$ cat src/rtl/sr_config_ctrl.sv
`default_nettype none
// ============================================================================
// Module      : sr_config_ctrl
// Description : Multi-channel serial configuration controller for on-chip
//               shift-register chains. On start it latches NCH words of WIDTH
//               bits, shifts them out bit-serially on a divided sr_clk, pulses
//               sr_load with one sr_clk pulse inside it, and captures the old
//               chain contents returned on sr_dout into rb_data.
// Ports       : clk, rst      - system clock, asynchronous active-high reset
//               start         - sequence request, sampled only when idle
//               din, ch_en    - channel words (c at din[c*WIDTH +: WIDTH]) and
//                               channel enable mask, latched at start
//               busy, done    - sequence in progress / end-of-sequence pulse
//               sr_clk, sr_din, sr_load - registered chain drive
//               sr_dout       - serial data returned from the chain tails
//               rb_data       - readback words, same layout as din
// Revision    : 1.0 - initial release
// ============================================================================
module sr_config_ctrl #(
    parameter int WIDTH     = 170,
    parameter int NCH       = 4,
    parameter int CLK_DIV   = 4,
    parameter int MSB_FIRST = 0
) (
    input  logic                   clk,
    input  logic                   rst,
    input  logic                   start,
    input  logic [NCH*WIDTH-1:0]   din,
    input  logic [NCH-1:0]         ch_en,
    output logic                   busy,
    output logic                   done,
    output logic                   sr_clk,
    output logic [NCH-1:0]         sr_din,
    output logic                   sr_load,
    input  logic [NCH-1:0]         sr_dout,
    output logic [NCH*WIDTH-1:0]   rb_data
);

    localparam int BW = (WIDTH > 1) ? $clog2(WIDTH) : 1;
    localparam int DW = (CLK_DIV > 1) ? $clog2(CLK_DIV) : 1;
    localparam logic [DW-1:0] DIV_LAST = DW'(CLK_DIV - 1);
    localparam logic [BW-1:0] BIT_LAST = BW'(WIDTH - 1);

    typedef enum logic [2:0] {
        S_IDLE  = 3'd0,
        S_PRE   = 3'd1,
        S_SHIFT = 3'd2,
        S_LOAD  = 3'd3,
        S_POST  = 3'd4
    } state_t;

    state_t                 state, state_nxt;
    logic [DW-1:0]          div_cnt, div_nxt;
    logic                   phase, phase_nxt;      // 0: sr_clk low half, 1: high half
    logic [BW-1:0]          bit_cnt, bit_nxt;
    logic [NCH*WIDTH-1:0]   shadow, shadow_nxt;
    logic [NCH-1:0]         en_sh, en_nxt;
    logic                   busy_nxt, done_nxt, sr_clk_nxt, sr_load_nxt;
    logic [NCH-1:0]         sr_din_nxt;
    logic [NCH*WIDTH-1:0]   rb_nxt;
    logic                   tick;

    // Position inside a channel word of sequence bit k; the same mapping is
    // used for transmit and for readback so a loopback returns the word intact.
    function automatic int bit_index(input int k);
        return (MSB_FIRST != 0) ? (WIDTH - 1 - k) : k;
    endfunction

    // Sequence bit k of every channel, zero for disabled channels.
    function automatic logic [NCH-1:0] seq_bits(input logic [NCH*WIDTH-1:0] word,
                                                input logic [NCH-1:0]       en,
                                                input int                   k);
        logic [NCH-1:0] b;
        b = '0;
        for (int c = 0; c < NCH; c++) begin
            b[c] = en[c] & word[c*WIDTH + bit_index(k)];
        end
        return b;
    endfunction

    assign tick = (div_cnt == DIV_LAST);

    always_comb begin
        state_nxt   = state;
        div_nxt     = tick ? '0 : div_cnt + DW'(1);
        phase_nxt   = phase;
        bit_nxt     = bit_cnt;
        shadow_nxt  = shadow;
        en_nxt      = en_sh;
        busy_nxt    = busy;
        done_nxt    = 1'b0;
        sr_clk_nxt  = sr_clk;
        sr_din_nxt  = sr_din;
        sr_load_nxt = sr_load;
        rb_nxt      = rb_data;

        case (state)
            S_IDLE: begin
                div_nxt   = '0;
                phase_nxt = 1'b0;
                busy_nxt  = 1'b0;
                if (start) begin
                    shadow_nxt = din;
                    en_nxt     = ch_en;
                    bit_nxt    = '0;
                    busy_nxt   = 1'b1;
                    // Present bit 0 straight from din so it has the whole PRE
                    // period as setup time before the first rising sr_clk.
                    sr_din_nxt = seq_bits(din, ch_en, 0);
                    state_nxt  = S_PRE;
                end
            end

            S_PRE: begin
                if (tick) begin
                    phase_nxt = 1'b0;
                    state_nxt = S_SHIFT;
                end
            end

            S_SHIFT: begin
                if (tick) begin
                    if (!phase) begin
                        // Rising sr_clk: the chain tail still shows the bit
                        // that this edge is about to shift out.
                        sr_clk_nxt = 1'b1;
                        phase_nxt  = 1'b1;
                        for (int c = 0; c < NCH; c++) begin
                            if (en_sh[c]) begin
                                rb_nxt[c*WIDTH + bit_index(int'(bit_cnt))] = sr_dout[c];
                            end
                        end
                    end else begin
                        sr_clk_nxt = 1'b0;
                        phase_nxt  = 1'b0;
                        if (bit_cnt == BIT_LAST) begin
                            sr_din_nxt  = '0;
                            sr_load_nxt = 1'b1;
                            state_nxt   = S_LOAD;
                        end else begin
                            bit_nxt    = bit_cnt + BW'(1);
                            sr_din_nxt = seq_bits(shadow, en_sh, int'(bit_cnt) + 1);
                        end
                    end
                end
            end

            S_LOAD: begin
                if (tick) begin
                    if (!phase) begin
                        sr_clk_nxt = 1'b1;
                        phase_nxt  = 1'b1;
                    end else begin
                        sr_clk_nxt  = 1'b0;
                        sr_load_nxt = 1'b0;
                        phase_nxt   = 1'b0;
                        state_nxt   = S_POST;
                    end
                end
            end

            S_POST: begin
                // The done cycle is still spent in POST so a start coinciding
                // with done is ignored; busy drops together with the return
                // to IDLE.
                if (done) begin
                    busy_nxt  = 1'b0;
                    div_nxt   = '0;
                    state_nxt = S_IDLE;
                end else if (tick) begin
                    done_nxt = 1'b1;
                end
            end

            default: begin
                state_nxt = S_IDLE;
            end
        endcase
    end

    always_ff @(posedge clk or posedge rst) begin
        if (rst) begin
            state   <= S_IDLE;
            div_cnt <= '0;
            phase   <= 1'b0;
            bit_cnt <= '0;
            shadow  <= '0;
            en_sh   <= '0;
            busy    <= 1'b0;
            done    <= 1'b0;
            sr_clk  <= 1'b0;
            sr_din  <= '0;
            sr_load <= 1'b0;
            rb_data <= '0;
        end else begin
            state   <= state_nxt;
            div_cnt <= div_nxt;
            phase   <= phase_nxt;
            bit_cnt <= bit_nxt;
            shadow  <= shadow_nxt;
            en_sh   <= en_nxt;
            busy    <= busy_nxt;
            done    <= done_nxt;
            sr_clk  <= sr_clk_nxt;
            sr_din  <= sr_din_nxt;
            sr_load <= sr_load_nxt;
            rb_data <= rb_nxt;
        end
    end

endmodule
`default_nettype wire

$ cat config.mk
export PLATFORM = sky130hd
export DESIGN_NAME = sr_config_ctrl
export DESIGN_NICKNAME = d
export VERILOG_FILES = /design/src/rtl/sr_config_ctrl.sv
export SDC_FILE = /design/constraint.sdc
export NUM_CORES = 2
export LEC_CHECK = 0
export CAP_MARGIN = 10
export CORE_AREA = 3 3 530 532
export DETAILED_ROUTE_END_ITERATION = 8
export DIE_AREA = 0 0 533 535
export GPL_TIMING_DRIVEN = 0
export SETUP_SLACK_MARGIN = 0.5
export SYNTH_ARGS = -nofsm -noshare
export SYNTH_HDL_FRONTEND = slang
export SYNTH_SLANG_ARGS = --single-unit
$ cat constraint.sdc
create_clock -name clk -period 56 [get_ports clk]
set_input_delay 11.2 -clock clk [delete_from_list [all_inputs] [get_ports clk]]
set_output_delay 11.2 -clock clk [all_outputs]
set_load 0.005 [all_outputs]
==> results by group <==
Run status
  • Outcome: finished, final reports clean

Timing
  • Final period util: 0.258
  • Max Freq: 69.2 MHz
  • RSZ-0062 raised after global routing: false
  • Worst Slack Setup Final: 41.55 ns
  • Final setup viols: 0
  • Max-slew violation count: 0
  • Crit path time final: 14.45 ns
  • Worst hold slack: 0.449 ns
  • Layout Skew: 0.0312 ns
  • Fin Setup TNS: 0 ns
  • Slew HR: 0.00907
  • Measured slew at the worst slew-check pin: 1.49 ns
  • Hold Vio Cnt, Final: 0

Floorplanning
  • Core box area: 276000 sq um
  • Initial core utilization: 0.282
  • Site Rows: 193
  • Die area: 285000 sq um
  • Chip width: 533 um
  • Die Ht: 535 um
  • # IOs: 1379

Yosys
  • Yosys reg bits: 1386
  • Synth cell types: 80
  • Area contributors post-synth: dfrtp_1, mux2_2, mux4_2
  • EDFF count, synth: 0
  • Area fraction of the dominant cell type after synthesis: 0.445
  • Mean Syn Cell Area: 10.8 sq um
  • Warning count from the yosys run: 0
  • Syn Nets: 7899
  • Sequential element share of the synthesized area: 0.445
  • Gate Count Post-Synth: 7191
  • Synthesized area: 77900 sq um
  • Main synth FF type: dfrtp_1
  • Ys async rst share: 1.00
  • Largest area contributor in the netlist: dfrtp_1

Placement
  • Dpl cells: 12312
  • Placer congestion estimate: 0.964
  • Port Buf Inserts: 1376
  • Post-DP Area: 97200 sq um
  • Place WS: 40.91 ns
  • Dpl hpwl: 377 mm

Clock tree
  • Clock sink count: 1386
  • Worst-path clk slew: 0.06 ns
  • CTS Buffer Depth: 4
  • Cts hold-fix bufs: 0
  • Post-CTS Setup Bufs: 0
  • Worst-Skew Late Latency: 0.89 ns
  • Clk root buf: clkbuf_16
  • Post-CTS resize count: 0
  • CTS Buf Count: 172
  • H-tree level count: 4
  • CTS tree: done

Detailed routing
  • Routed WL per cell: 37.9 um
  • Via count: 74232
  • Total wire length: 480 mm
  • DRC viols: 0
  • Initial detailed-routing violation count: 8533
  • Drt first pass iters: 7
  • Antenna viol nets, final: 0
  • Via density: 5.86

Job
  • Max-Cap Viols: 0

Worst setup path
  • CP required: 56.79 ns
  • Worst Path Buf+Inv: 5
  • CP arrival: 15.24 ns
  • FF-to-FF Start: bit_cnt[0]
  • Crit path launch type: input pin
  • CP cell instances: clkdlybuf4s50_1 -> clkbuf_1 -> clkbuf_1 -> clkbuf_1 -> clkbuf_1 -> nand3_1 -> nand2_1
  • Worst R2R End: sr_din[3]
  • R2R setup slack: 43.78 ns
  • CP max-delay cell: clkbuf_1
  • Critical Path Most Common Cell: clkbuf_1
  • CP Max Fanout: 10
  • R2R cell count: 23
  • Largest delay contributor family on the critical path: buffers and inverters
  • Crit end category: flop
  • Max incr delay on CP: 0.88 ns
  • Crit Path Category: input pin to flop

Cells and area
  • Layout cell share with drive strength beyond 1: 0.203
  • P&R area growth vs syn: 32.5%
  • Final-stage net count: 9500
  • Final Cell Area: 103000 sq um
  • Number of fillers in the final layout: 27054
  • Final cell count without fillers: 12672
  • Share of the core filled with cells: 0.373

Power and ir drop
  • Pwr Density: 58.4 nW/um^2
  • Leakage: 39.1 nW
  • Peak supply drop: 0.0000370 V
  • Total power: 6.03 mW

GRT
  • First-pass GRT wire length: 641 mm
  • Antenna violations before repair: 79
  • Pin count of the biggest net entering global routing: 128
  • Vias in the first global route: 73098
  • Remaining Overflow, GRT: 0
  • GR Util All Layers: 0.324

Worst hold path
  • Worst hold stages: 1
  • HP Start: div_cnt[0]
  • Hold endpoint: div_cnt[0]
  • Worst min path class: flop to flop
cells by family after synthesis:
logic type | share of synthesized area
and+or+nand+nor | 0.112
muxes | 0.295
DFF | 0.445
AOI/OAI and AO/OA | 0.102
buffers and inverters | 0.0369
xor gates and xnor gates | 0.00601
adders and majority gates | 0.00273
flip-flops by register name (all words and copies together), names as in the netlist, 2 cells and up:
signal	cells
shadow	680
div_cnt	2
bit_cnt	8
state	3
en_sh	4
rb_data	680
sr_din	4
worst max-delay path by stage:
stage	from	to	slack, ns	cells past startpoint
floorplan	rst	bit_cnt[0]	5.72	1
global placement	rst	shadow[550]	-11.75	2
detailed placement	start	shadow[195]	40.91	7
CTS	start	shadow[192]	41.82	7
global route	sr_dout[2]	rb_data[490]	41.64	7
finish	sr_dout[2]	rb_data[484]	41.55	7
report_power, final:
group,switching [mW],internal (mW)
registers,0.424,1.40
logic,1.65,1.38
clock network,0.496,0.689
total,2.57,3.47
layer usage:
| layer | global-route usage | vias up | wire length, um |
|---|---|---|---|
| li1 | - | 29699 | - |
| met1 | 0.378 | 37833 | 173000 |
| met2 | 0.525 | 5355 | 223000 |
| met3 | 0.0804 | 1299 | 44800 |
| met4 | 0.227 | 46 | 40100 |
| met5 | 0 | - | 319 |
cells in the mapped netlist, types with 17 or more instances:
library cell     n
dfrtp_1       1386
clkbuf_1       526
nand2_1       1080
a21oi_1        285
nor2b_1         21
o31ai_1         87
nor3_1         151
nor2_1         416
nand4_1         18
o311ai_0       103
and2_1          34
ha_1            17
o211ai_1        32
buf_2           76
a211oi_1        22
and3_1          28
a31oi_1        180
mux2i_1        333
xnor2_1         20
mux4_2         416
nand3_1        273
buf_1           34
a22o_1          17
mux2_2         900
o21ai_0        514
buf_4           21
layout by cell type (no fill, tap or decap), types with 13 or more instances in the layout:
cell / Yosys / routed
dfrtp_1: 1386 / 1386
clkdlybuf4s50_1: 0 / 1376
nand2_1: 1080 / 1080
mux2_2: 900 / 900
clkbuf_1: 526 / 546
o21ai_0: 514 / 514
mux4_2: 416 / 416
nor2_1: 416 / 412
mux2i_1: 333 / 333
a21oi_1: 285 / 285
nand3_1: 273 / 273
a31oi_1: 180 / 180
clkbuf_16: 0 / 174
nor3_1: 151 / 149
o311ai_0: 103 / 103
o31ai_1: 87 / 87
buf_2: 76 / 84
diode_2: 0 / 42
clkbuf_8: 0 / 35
and2_1: 34 / 34
o211ai_1: 32 / 32
clkinv_2: 0 / 31
buf_1: 34 / 30
and3_1: 28 / 28
buf_6: 13 / 25
buf_4: 21 / 23
a211oi_1: 22 / 22
nor2b_1: 21 / 21
nand4_1: 18 / 18
buf_16: 0 / 18
xnor2_1: 20 / 17
a22o_1: 17 / 17
ha_1: 17 / 17
buf_8: 1 / 15
o21a_1: 15 / 15
bufinv_16: 0 / 15
inv_1: 15 / 14
or3_1: 13 / 13
o221ai_1: 13 / 13
layout make-up:
cell class	instances	area, sq um	area share
Buffer	672	2820	0.0273
Sequential cell	1386	34700	0.336
Timing Repair Buffer	1427	14700	0.142
Inverter	19	78.8	0.000764
Antenna cell	42	105	0.00102
Clock inverter	73	891	0.00863
Clock buffer	234	4930	0.0478
Multi-Input combinational cell	5114	40400	0.392
Tap cell	3705	4640	0.0449
(Power assumes the default switching activity.)
